--- src/rtl/latch_bank_wr_ctrl.sv ---
// latch_bank_wr_ctrl
// ------------------
// Write sequencer and arbiter for a bank of level-sensitive latches used as a
// small register file. One requester is granted at a time. The block then
// drives shared data and a one-hot latch enable through three phases:
//   SETUP : data stable, enable low (SETUP_CYC cycles)
//   OPEN  : one enable bit high    (OPEN_CYC cycles)
//   HOLD  : enable low, data held  (1 cycle)
// The enable is driven straight from flops, so the latch array never sees a
// decode glitch.
//
// Configuration macro:
//   LATCH_BANK_RR_EN  defined   -> round-robin arbitration. The search starts
//                                  at (last granted + 1) mod NREQ.
//                     undefined -> fixed priority. The lowest index wins.
//
// Ports:
//   clk        in   clock, rising edge
//   rst_n      in   asynchronous active-low reset
//   req_valid  in   [NREQ]         per-requester write request
//   req_ready  out  [NREQ]         per-requester accept (at most one bit high)
//   req_addr   in   [NREQ*AW]      packed addresses, requester k at [k*AW +: AW]
//   req_data   in   [NREQ*DW]      packed data, requester k at [k*DW +: DW]
//   lat_d      out  [DW]           shared data to all latch D inputs
//   lat_en     out  [2**AW]        one-hot registered latch enables
//   busy       out                 high whenever the FSM is not in IDLE
//   grant_id   out  [$clog2(NREQ)] requester being (or last) serviced
module latch_bank_wr_ctrl #(
    parameter int NREQ      = 4,
    parameter int AW        = 3,
    parameter int DW        = 8,
    parameter int SETUP_CYC = 1,
    parameter int OPEN_CYC  = 1
) (
    input  logic                     clk,
    input  logic                     rst_n,
    input  logic [NREQ-1:0]          req_valid,
    output logic [NREQ-1:0]          req_ready,
    input  logic [NREQ*AW-1:0]       req_addr,
    input  logic [NREQ*DW-1:0]       req_data,
    output logic [DW-1:0]            lat_d,
    output logic [(1<<AW)-1:0]       lat_en,
    output logic                     busy,
    output logic [$clog2(NREQ)-1:0]  grant_id
);

    localparam int GW    = $clog2(NREQ);
    localparam int DEPTH = 1 << AW;

    localparam logic [1:0] ST_IDLE  = 2'd0;
    localparam logic [1:0] ST_SETUP = 2'd1;
    localparam logic [1:0] ST_OPEN  = 2'd2;
    localparam logic [1:0] ST_HOLD  = 2'd3;

    localparam logic [3:0] SETUP_LOAD = 4'(SETUP_CYC - 1);
    localparam logic [3:0] OPEN_LOAD  = 4'(OPEN_CYC - 1);

    logic [1:0]       state;
    logic [3:0]       cnt;
    logic [AW-1:0]    cap_addr;
    logic [GW-1:0]    win;
    logic             any_valid;
    logic [DEPTH-1:0] en_dec;

`ifdef LATCH_BANK_RR_EN
    logic [GW-1:0] rr_ptr;

    // The loop walks from the farthest candidate down to the nearest. The
    // last valid hit it records is therefore the first one in round-robin
    // order, counting up from rr_ptr+1.
    always_comb begin
        // NOTE: every combinational output gets a default first so no path
        // leaves it unassigned, which would infer a latch.
        win       = '0;
        any_valid = 1'b0;
        for (int i = NREQ - 1; i >= 0; i--) begin
            if (req_valid[(int'(rr_ptr) + 1 + i) % NREQ]) begin
                win       = GW'((int'(rr_ptr) + 1 + i) % NREQ);
                any_valid = 1'b1;
            end
        end
    end

    // The pointer moves only on a handshake. It does not move just because
    // requests are pending.
    always_ff @(posedge clk or negedge rst_n) begin
        if (!rst_n) begin
            rr_ptr <= GW'(NREQ - 1);
        end else if (state == ST_IDLE && any_valid) begin
            rr_ptr <= win;
        end
    end
`else
    // Fixed priority. Scanning downward means the lowest valid index is the
    // last one written, so it wins.
    always_comb begin
        win       = '0;
        any_valid = 1'b0;
        for (int i = NREQ - 1; i >= 0; i--) begin
            if (req_valid[i]) begin
                win       = GW'(i);
                any_valid = 1'b1;
            end
        end
    end
`endif

    // Ready goes only to the winner, and only in IDLE. A handshake therefore
    // always lands on a valid requester.
    always_comb begin
        req_ready = '0;
        if (state == ST_IDLE && any_valid) begin
            req_ready[win] = 1'b1;
        end
    end

    // Decode the captured address one cycle early so the decode result is
    // registered into lat_en.
    always_comb begin
        en_dec           = '0;
        en_dec[cap_addr] = 1'b1;
    end

    assign busy = (state != ST_IDLE);

    // The reset clears lat_en asynchronously. This closes every latch at once,
    // and no partial write resumes after release.
    always_ff @(posedge clk or negedge rst_n) begin
        if (!rst_n) begin
            state    <= ST_IDLE;
            cnt      <= '0;
            cap_addr <= '0;
            lat_d    <= '0;
            lat_en   <= '0;
            grant_id <= '0;
        end else begin
            // NOTE: sequential state uses non-blocking assignments so every
            // flop samples values from before the edge.
            case (state)
                ST_IDLE: begin
                    if (any_valid) begin
                        cap_addr <= req_addr[int'(win)*AW +: AW];
                        lat_d    <= req_data[int'(win)*DW +: DW];
                        grant_id <= win;
                        cnt      <= SETUP_LOAD;
                        state    <= ST_SETUP;
                    end
                end
                ST_SETUP: begin
                    if (cnt == 4'd0) begin
                        lat_en <= en_dec;
                        cnt    <= OPEN_LOAD;
                        state  <= ST_OPEN;
                    end else begin
                        cnt <= cnt - 4'd1;
                    end
                end
                ST_OPEN: begin
                    if (cnt == 4'd0) begin
                        lat_en <= '0;
                        state  <= ST_HOLD;
                    end else begin
                        cnt <= cnt - 4'd1;
                    end
                end
                default: begin
                    state <= ST_IDLE;
                end
            endcase
        end
    end

endmodule

--- config.mk ---
export PLATFORM = sky130hd
export DESIGN_NAME = latch_bank_wr_ctrl
export DESIGN_NICKNAME = d
export VERILOG_FILES = /design/src/rtl/latch_bank_wr_ctrl.sv
export SDC_FILE = /design/constraint.sdc
export NUM_CORES = 1
export LEC_CHECK = 0
export ABC_AREA = 1
export CAP_MARGIN = 20
export CORE_ASPECT_RATIO = 1.75
export CORE_MARGIN = 5
export CORE_UTILIZATION = 45
export CTS_CLUSTER_DIAMETER = 30
export CTS_CLUSTER_SIZE = 24
export DETAILED_ROUTE_END_ITERATION = 12
export HOLD_SLACK_MARGIN = 0.08
export PLACE_DENSITY = 0.81
export REMOVE_ABC_BUFFERS = 1
export SYNTH_ARGS = -nofsm -noshare
export SYNTH_HDL_FRONTEND = slang
export SYNTH_SLANG_ARGS = --single-unit
--- constraint.sdc ---
create_clock -name clk -period 1.68 [get_ports clk]
set_input_delay 0.168 -clock clk [delete_from_list [all_inputs] [get_ports clk]]
set_output_delay 0.168 -clock clk [all_outputs]
set_load 0.005 [all_outputs]
# Yosys cells after proc, flatten, opt, wreduce, memory -nomap -nowiden
# Index checks and enable logic that the tools add are counted.
[op_classes] multipliers=1 n_mux=24 shift=2 n_eq_ne=6 magnitude_cmp=4 n_addsub=1 n_reduce_logical=12
[op_table] op="$shiftx A32 B6 Y8" count=1
[op_table] op="$mux W4" count=4
[op_table] op="$mux W8" count=2
[op_table] op="$pmux W8 S2" count=1
[op_table] op="$mux W2" count=7
[op_table] op="$pmux W4 S3" count=1
[op_table] op="$shiftx A12 B5 Y3" count=1
[op_table] op="$reduce_and A3 Y1" count=3
[op_table] op="$ne A2 B2 Y1 const B" count=4
[op_table] op="$mux W1" count=6
[op_table] op="$pmux W2 S3" count=1
[op_table] op="$logic_not A4 Y1" count=1
[op_table] op="$lt A3 B4 Y1 const B" count=1
[op_table] op="$mul A2 B2 Y4 const B" count=1
[op_table] op="$reduce_bool A2 Y1" count=2
[op_table] op="$sub A4 B1 Y4 const B" count=1
[op_table] op="$demux W1 S3" count=1
[op_table] op="$ge A3 B1 Y1 const B" count=1
[op_table] op="$logic_and A1 B1 Y1" count=3
[op_table] op="$lt A2 B3 Y1 const B" count=1
[op_table] op="$reduce_bool A3 Y1" count=1
[op_table] op="$demux W1 S2" count=1
[op_table] op="$eq A2 B1 Y1 const B" count=1
[op_table] op="$eq A2 B2 Y1 const B" count=1
[op_table] op="other kinds (3)" count=3
[totals] ff_bits=27

# Logic depth before layout (Yosys ltp)
# Gate-level depths: netlist of the first run.
[logic_depth] word_depth=9 ltp_mapped=9

# Worst setup path after synthesis of the first run
# Ideal clock, no wire load.
[synth_timing] path_kind="register to register" start="register state[0]" end="register lat_en[1]" setup_slack_ps=374 synth_period_minus_slack_ps=1306 t_required_ps=1597 stages_incl_launch_ff=8 arrival_time_ps=1223 cell_sequence="dfrtp_1 inv_1 ha_1 inv_1 a21oi_4 buf_6 nand3_1 o21ai_0"
[synth_between] elab_chain_cells=3 word_cells_on_any_way=7
[synth_lines] item="start: declaration" line="58" source="logic [1:0] state;"
[synth_lines] item="start signal: assignment" line="130" source="state <= ST_IDLE;"
[synth_lines] item="start signal: assignment" line="146" source="state <= ST_SETUP;"
[synth_lines] item="start signal: assignment" line="153" source="state <= ST_OPEN;"
[synth_lines] item="$eq A2 B1 Y1 or $eq A2 B2 Y1 (tied branches)" line="139" source="case (state)"
[synth_lines] item="$ne A2 B2 Y1 (no source line) or $reduce_bool A2 Y1 (tied branches)"
[synth_lines] item="$reduce_and A3 Y1 (no source line)"
[synth_lines] item="end signal: assignment" line="151" source="lat_en <= en_dec;"
[synth_lines] item="end: declaration" line="42" source="output logic [(1<<AW)-1:0] lat_en,"
# Several ways; a longest one is shown, not always the timed one.
# A chain may end at the register's enable or synchronous reset.

# Worst setup path in the final report of the first run
[layout_timing] start="register state[0]" end="output req_ready[0]"
[layout_between] elab_chain_cells=3
[layout_lines] item="$logic_not A2 Y1" line="112" source="if (state == ST_IDLE && any_valid) begin"
[layout_lines] item="$logic_and A1 B1 Y1" line="112"
[layout_lines] item="$mux W4" line="112"
[layout_lines] item="end: declaration" line="38" source="output logic [NREQ-1:0] req_ready,"
# No other way between the ends.

==> results_dict.tcl, run 1 <==
set metrics [dict create \
    syn_area_mm2 0.00197 \
    maxSlewHeadroom_pct 77.0 \
    reg2reg_slack_ns 0.20 \
    fin_crit_sh_pct 94.6 \
    synth-seq-cells 27 \
    min_period_ns 1.59 \
    drive_above_1_share_pct 10.2 \
    power_density_mw_per_mm2 1290 \
    ant_nets 0 \
    internal_power_mw 2.21 \
    grt_pass1_wl_um 8100 \
    cp_data_required_time_ns 1.51 \
    seq_area_frac_synth_pct 34.2 \
    switching_share_pct 40.5 \
    gp_congestion 0.773 \
    clockBufferDepth 2 \
    cp-start-kind "flip-flop" \
    r2r_start "state[0]" \
    cp-end-kind "primary output" \
    die-area_mm2 0.00586 \
    final_cell_mix "nand2_1 (83), inv_1 (70), clkdlybuf4s50_1 (67)" \
    cp_max_fo 3 \
    rsz0062_at_grt "false" \
    clock-sinks 27 \
    io_pins 73 \
    dpl_cell_area_mm2 0.00279 \
    drv_slew 0 \
    clock_latency_ns 0.28 \
    p_switching_mw 1.50 \
    synthCells 300 \
    p_seq_share_pct 30.5 \
    ys.warnings.count 0 \
    grt_overflow 0 \
    register_area_um2 676 \
    cts_buffers 3 \
    vias 2027 \
    mostFrequentLayoutCell "nand2_1" \
    grt_util_met3_pct 3.32 \
    fin_area_mm2 0.00287 \
    coreArea_mm2 0.00432 \
    drv_cap 0 \
    worst_r2r_endpoint "cnt[1]" \
    via_per_inst 4.68 \
    synth.distinct_cells 23 \
    port_buffers 72 \
    wl_per_cell_um 11.2 \
    fp-row-count 32 \
    busiest_layer "met2" \
    finClkSkew_ns 0.00163 \
    hpwlAfterDp_um 3840 \
    status "finished, final reports clean" \
    cp_top_family "flip-flops" \
    cts_tree "done" \
    drt_iter0_markers 24 \
    p_comb_share_pct 59.2 \
    route.detailed.drc 0 \
    drtPass1Iterations 4 \
    ir_drop_uv 924 \
    multiInputGateArea_um2 953 \
    clkPwrFrac_pct 10.3 \
    fin_ws_ns 0.0906 \
    critPathKind "flip-flop to primary output" \
    cts_hold_buf 0 \
    reg2reg_depth 9 \
    n_antenna_cell 0 \
    clk_pin_slew_ns 0.09 \
    fmax_mhz 629 \
    grtUsageMet1_pct 17.7 \
    avgSynthCellArea_um2 6.58 \
    hold_viol 0 \
    antenna_found_initial 0 \
    cts_root_buf "clkbuf_8" \
    syn2layout_area_growth_pct 45.5 \
    crit_buf_inv 3 \
    final_cells 433 \
    use_met2_pct 31.8 \
    die_h_um 97.6 \
    grt_max_degree 28 \
    worstHoldPathType "input pin to async pin" \
    pre_cts_ws_ns -0.118 \
    power_leakage_nw 1.56 \
    tns_ns 0 \
    slowest_stage "dfrtp_1" \
    nFillCells 403 \
    grt_pass1_vias 1972 \
    cts_max_level 1 \
    max_stage_delay_ns 0.40 \
    setup_viol 0 \
    fin_nets 439 \
    place_inst 427 \
    final_core_util_pct 66.4 \
    wl_um 4830 \
    die_x_um 60.1 \
    crit_arrival_ns 1.42 \
    grtUsageTotal_pct 17.3 \
    worst_pin_slew_ns 0.345 \
    path_cells "inv_2, ha_4, inv_1, nor3_1, clkdlybuf4s15_1" \
    start_util_pct 45.7 \
]
power groups by stage:
stage,Clock (mW),Combinational [mW],Sequential (mW)
global route,0.408,2.47,1.18
floorplan,0,1.09,1.14
CTS,0.391,2.09,1.13
finish,0.384,2.20,1.13
global placement,0,2.02,1.13
detailed placement,0,2.07,1.14
worst register-to-register path: cells and delay by family, from the launching register on:
family,cells,cell delay [ns]
flip-flops,1,0.40
buffers and inverters,4,0.38
AND/OR/NAND/NOR,3,0.30
adder cells (fa/ha/maj),1,0.21
AO/OA/AOI/OAI,1,0.12
per-stage QoR:
step / hold slack (ns) / power (mW)
5_1_grt: 0.297 / 4.05
2_1_floorplan: -0.128 / 2.23
3_5_place_dp: 0.465 / 3.21
3_3_place_gp: 0.459 / 3.15
6_report: 0.247 / 3.71
4_1_cts: 0.259 / 3.61
cell families (layout without fill, tap and decap cells):
group / Yosys count / count (layout) / synth area share (%)
AND/OR/NAND/NOR: 164 / 164 / 38.1
buffers and inverters: 85 / 167 / 18.3
flip-flops: 27 / 27 / 34.2
AO/OA/AOI/OAI: 17 / 17 / 5.20
adder cells (fa/ha/maj): 6 / 6 / 3.80
XOR/XNOR: 1 / 1 / 0.444
registers in the layout (all words and copies together) (netlist names):
name      count
cnt           4
lat_en        8
cap_addr      3
grant_id      2
lat_d         8
state         2
repair_timing:
action | in CTS | in global routing
setup endpoints to repair | 5 | 10
gates resized for setup | 6 | 5
setup buffers | 1 | 1
pin swaps | 0 | 1
how the worst max path moves through the flow:
stage / startpoint / end / depth (start not counted)
2_1_floorplan: state[0] / cnt[3] / 8
3_3_place_gp: req_valid[0] / req_ready[2] / 7
3_5_place_dp: req_valid[0] / req_ready[2] / 7
4_1_cts: state[0] / req_ready[0] / 5
5_1_grt: state[0] / req_ready[0] / 5
6_report: state[0] / req_ready[0] / 5
cells in the mapped netlist, drive strengths merged:
master | number | area, um^2
nand2 | 88 | 353
inv | 74 | 278
nand3 | 60 | 313
nor3 | 1 | 5.00
nor2 | 15 | 81.3
o21ai | 13 | 68.8
a22oi | 1 | 7.51
xor2 | 1 | 8.76
ha | 6 | 75.1
a21oi | 3 | 26.3
buf | 11 | 82.6
dfrtp | 27 | 676
metal layers:
metal  wire, um  up-vias
li1           -     1064
met1       1720      886
met2       2680       63
met3        301       14
met4        130        0
met5          0        -
area by class of cell:
cell class	instances	share of cell area [%]
flip-flops and latches	27	23.5
inverters	74	9.67
multi-input cells	188	33.2
repair buffers	89	29.8
well taps	51	2.22
clock buffers	3	1.44
clock inverters	1	0.174
(Power assumes the default switching activity.)
==> run 2, diff against run 1 <==
--- a/config.mk
+++ b/config.mk
@@ -9,12 +9,11 @@
 export CAP_MARGIN = 20
 export CORE_ASPECT_RATIO = 1.75
 export CORE_MARGIN = 5
-export CORE_UTILIZATION = 45
+export CORE_UTILIZATION = 30
 export CTS_CLUSTER_DIAMETER = 30
 export CTS_CLUSTER_SIZE = 24
 export DETAILED_ROUTE_END_ITERATION = 12
 export HOLD_SLACK_MARGIN = 0.08
-export PLACE_DENSITY = 0.81
 export REMOVE_ABC_BUFFERS = 1
 export SYNTH_ARGS = -nofsm -noshare
 export SYNTH_HDL_FRONTEND = slang
==> results_dict.tcl, run 2 (synthesized netlist as in run 1, its figures left out) <==
set metrics [dict create \
    status "finished, final reports clean" \
    cp-end-kind "primary output" \
    cp_data_required_time_ns 1.51 \
    start_util_pct 30.4 \
    via_per_inst 4.36 \
    cp-start-kind "flip-flop" \
    fin_crit_sh_pct 90.4 \
    cp_max_fo 3 \
    maxSlewHeadroom_pct 76.4 \
    vias 2014 \
    syn2layout_area_growth_pct 48.3 \
    p_comb_share_pct 56.2 \
    hold_viol 0 \
    cts_hold_buf 0 \
    fin_nets 437 \
    ant_nets 0 \
    multiInputGateArea_um2 951 \
    clk_pin_slew_ns 0.07 \
    power_density_mw_per_mm2 1310 \
    grt_overflow 0 \
    power_leakage_nw 1.57 \
    wl_um 5030 \
    antenna_found_initial 0 \
    clock-sinks 27 \
    register_area_um2 676 \
    io_pins 73 \
    ir_drop_uv 522 \
    port_buffers 72 \
    wl_per_cell_um 10.9 \
    die-area_mm2 0.00837 \
    hpwlAfterDp_um 4170 \
    clkPwrFrac_pct 14.4 \
    min_period_ns 1.52 \
    clock_latency_ns 0.26 \
    die_h_um 117 \
    grt_pass1_wl_um 8740 \
    critPathKind "flip-flop to primary output" \
    nFillCells 681 \
    worstHoldPathType "input pin to async pin" \
    die_x_um 71.3 \
    n_antenna_cell 0 \
    power.total_mw 3.84 \
    drv_cap 0 \
    grt_pass1_vias 2083 \
    drv_slew 0 \
    p_seq_share_pct 29.4 \
    finClkSkew_ns 0.00296 \
    internal_power_mw 2.35 \
    coreArea_mm2 0.00649 \
    route.detailed.drc 0 \
    drive_above_1_share_pct 9.74 \
    grt_max_degree 28 \
    cts_tree "done" \
    reg_top3 "lat_d (8), lat_en (8), cnt (4)" \
    whs_ns 0.283 \
    worst_pin_slew_ns 0.354 \
    cts_root_buf "clkbuf_16" \
    final_cell_mix "nand2_1 (83), inv_1 (69), clkdlybuf4s50_1 (66)" \
    mostFrequentLayoutCell "nand2_1" \
    fp-row-count 39 \
    cts_max_level 1 \
    fmax_mhz 658 \
    drt_iter0_markers 91 \
    switching_share_pct 38.7 \
    clockBufferDepth 2 \
    grtUsageTotal_pct 12.7 \
    drtPass1Iterations 4 \
    crit_arrival_ns 1.35 \
    gp_congestion 0.848 \
    cts_buffers 3 \
    p_switching_mw 1.49 \
    rsz0062_at_grt "false" \
    setup_viol 0 \
    tns_ns 0 \
]
==> run 2: layout make-up <==
cell class / instances / area share (%)
timing repair buffer: 87 / 28.6
multi-input combinational: 188 / 32.5
tap: 82 / 3.50
clock inverter: 1 / 0.256
inverter: 74 / 9.49
sequential: 27 / 23.1
clock buffer: 3 / 2.56
==> run 2: critical path: stages (launching register included) <==
cell and delay [ns]:
dfrtp_1 0.39, inv_2 0.08, ha_4 0.15, inv_2 0.05, nor3_1 0.17, dlygate4sd2_1 0.25
==> run 2: path summary, 6_finish.rpt <==
check | startpoint | endpoint | slack [ns] | cells past startpoint
setup / recovery | state[0] | req_ready[0] | 0.16 | 5
max in group asynchronous | rst_n | lat_d[6] | 1.14 | 2
setup reg to reg | state[0] | cnt[1] | 0.18 | 9
hold / removal | rst_n | cnt[3] | 0.28 | 2
hold reg to reg | lat_d[0] | lat_d[0] | 0.48 | 2
min in group clk | lat_d[0] | lat_d[0] | 0.48 | 2
==> run 2: what timing repair did <==
item / 4_1_cts / 5_1_grt
hold endpoints to repair: 0 / 0
buffers inserted: 0 / 1
resized for setup: 11 / 0
pin swaps: 1 / 0
setup endpoints to repair: 5 / 2
==> run 2: power groups by stage <==
| stage | registers [mW] | clock network [mW] | logic (mW) |
|---|---|---|---|
| 3_3_place_gp | 1.13 | 0 | 2.07 |
| 3_5_place_dp | 1.14 | 0 | 2.09 |
| 4_1_cts | 1.13 | 0.568 | 2.13 |
| 5_1_grt | 1.17 | 0.592 | 2.46 |
| 6_report | 1.13 | 0.552 | 2.16 |
| 2_1_floorplan | 1.14 | 0 | 1.09 |
==> run 2: per-stage QoR <==
step,cell area [um^2],utilization (%),std cells,worst slack [ns]
3_3_place_gp,2820,43.5,457,-0.0991
2_1_floorplan,1890,-,289,0.376
6_report,2930,45.1,462,0.161
4_1_cts,2910,44.8,461,0.124
3_5_place_dp,2820,43.5,457,-0.131
5_1_grt,2930,45.1,462,0.0482
==> run 2: routing by layer <==
metal	track usage, %	part of all wire (%)	vias up
li1	-	-	1060
met1	12.5	35	899
met2	24.7	58	47
met3	1.46	4.0	8
met4	6.71	2.9	0
met5	0	0	-
==> run 3, diff against run 2 <==
--- a/config.mk
+++ b/config.mk
@@ -14,6 +14,8 @@
 export CTS_CLUSTER_SIZE = 24
 export DETAILED_ROUTE_END_ITERATION = 12
 export HOLD_SLACK_MARGIN = 0.08
+export PLACE_DENSITY_LB_ADDON = 0.3
+export RECOVER_POWER = 25
 export REMOVE_ABC_BUFFERS = 1
 export SYNTH_ARGS = -nofsm -noshare
 export SYNTH_HDL_FRONTEND = slang
==> results_dict.tcl, run 3 (synthesized netlist as in run 1, its figures left out) <==
set metrics [dict create \
    via_per_inst 4.35 \
    hpwlAfterDp_um 4000 \
    crit_path_start "state[0]" \
    wl_per_cell_um 10.5 \
    grt_overflow 0 \
    grt_max_degree 28 \
    worst_pin_slew_ns 0.666 \
    drv_cap 0 \
    drt_iter0_markers 62 \
    mostFrequentLayoutCell "nand2_1" \
    gp_congestion 0.800 \
    reg2reg_slack_ns 0.11 \
    status "finished, final reports clean" \
    cts_max_level 1 \
    drv_slew 0 \
    fin_crit_sh_pct 93.6 \
    route.detailed.drc 0 \
    cts_hold_buf 0 \
    start_util_pct 30.4 \
    setup_viol 0 \
    vias 2012 \
    drtPass1Iterations 4 \
    final_cell_mix "nand2_1 (83), inv_1 (72), clkdlybuf4s50_1 (66)" \
    power_leakage_nw 1.57 \
    ant_nets 0 \
    final_cells 463 \
    die_h_um 117 \
    ir_drop_uv 437 \
    whs_ns 0.469 \
    die-area_mm2 0.00837 \
    cp-start-kind "flip-flop" \
    cts_root_buf "clkbuf_16" \
    io_pins 73 \
    clockBufferDepth 2 \
    grt_pass1_wl_um 8400 \
    coreArea_mm2 0.00649 \
    fin_area_mm2 0.00293 \
    wl_um 4860 \
    worst_r2r_endpoint "lat_en[7]" \
    worstHoldPathType "input pin to async pin" \
    r2r_start "state[0]" \
    fin_nets 438 \
    syn2layout_area_growth_pct 48.2 \
    place_inst 458 \
    maxSlewHeadroom_pct 55.6 \
    clock-sinks 27 \
    hold_viol 0 \
    cp_max_fo 3 \
    cp-end-kind "primary output" \
    drive_above_1_share_pct 9.45 \
    reg_top3 "lat_d (8), lat_en (8), cnt (4)" \
    grt_pass1_vias 2040 \
    crit_arrival_ns 1.40 \
    cts_buffers 3 \
    reg2reg_depth 7 \
    antenna_found_initial 0 \
    fmax_mhz 636 \
    finClkSkew_ns 0.00260 \
    dpl_cell_area_mm2 0.00283 \
    power_density_mw_per_mm2 1290 \
    rsz0062_at_grt "true" \
    n_antenna_cell 0 \
    port_buffers 72 \
    grtUsageTotal_pct 11.9 \
    cts_tree "done" \
    clock_latency_ns 0.26 \
    critPathKind "flip-flop to primary output" \
    cp_data_required_time_ns 1.51 \
    fp-row-count 39 \
    clk_pin_slew_ns 0.07 \
    min_period_ns 1.57 \
    die_x_um 71.3 \
]
run 3: how the worst max path moves through the flow:
stage | endpoint | slack (ns) | cells past startpoint
finish | req_ready[0] | 0.11 | 5
global placement | req_ready[3] | -0.11 | 7
global route | state[0] | -0.01 | 8
CTS | req_ready[0] | 0.03 | 5
detailed placement | req_ready[2] | -0.17 | 7
floorplan | cnt[3] | 0.38 | 8
run 3: where the power goes:
group	total [mW]	switching, mW	leakage, nW	internal, mW
combinational	2.11	1.08	1.18	1.03
sequential	1.14	0.194	0.347	0.947
clock	0.534	0.214	0.0409	0.321
total	3.78	1.48	1.57	2.30
run 3: metrics by stage:
stage	TNS, ns	power [mW]	setup WS, ns	util (%)
after floorplan	0	2.23	0.376	-
after global placement	-0.342	3.20	-0.115	43.6
after detailed placement	-0.532	3.23	-0.166	43.6
after CTS	0	3.78	0.0321	44.7
after global routing	-0.0217	4.15	-0.0115	45.1
final	0	3.78	0.107	45.1
run 3: critical path, stage by stage, from the launching register on:
cell and delay [ns]:
dfrtp_1 0.38, inv_1 0.11, ha_4 0.16, inv_1 0.07
nor3_2 0.18, dlygate4sd2_1 0.26
run 3: metal layers:
metal	track usage, %	wire length [um]	vias to the layer above
li1	-	-	1063
met2	22.4	2670	55
met1	12.3	1760	884
met4	5.41	146	0
met5	0	0	-
met3	2.05	276	10
run 3: layout make-up:
cell class	count	area, um^2
Tap cell	82	103
Multi-Input combinational cell	189	965
Clock buffer	3	75.1
Sequential cell	27	676
Fill cell	679	3560
Inverter	74	278
Timing Repair Buffer	87	825
Clock inverter	1	5.00
run 3: repair_timing:
action	in CTS	in global routing
resized for setup	6	2
gates cloned	0	1
setup buffers	0	0
endpoints found under the setup margin	5	2
pin swaps	1	1
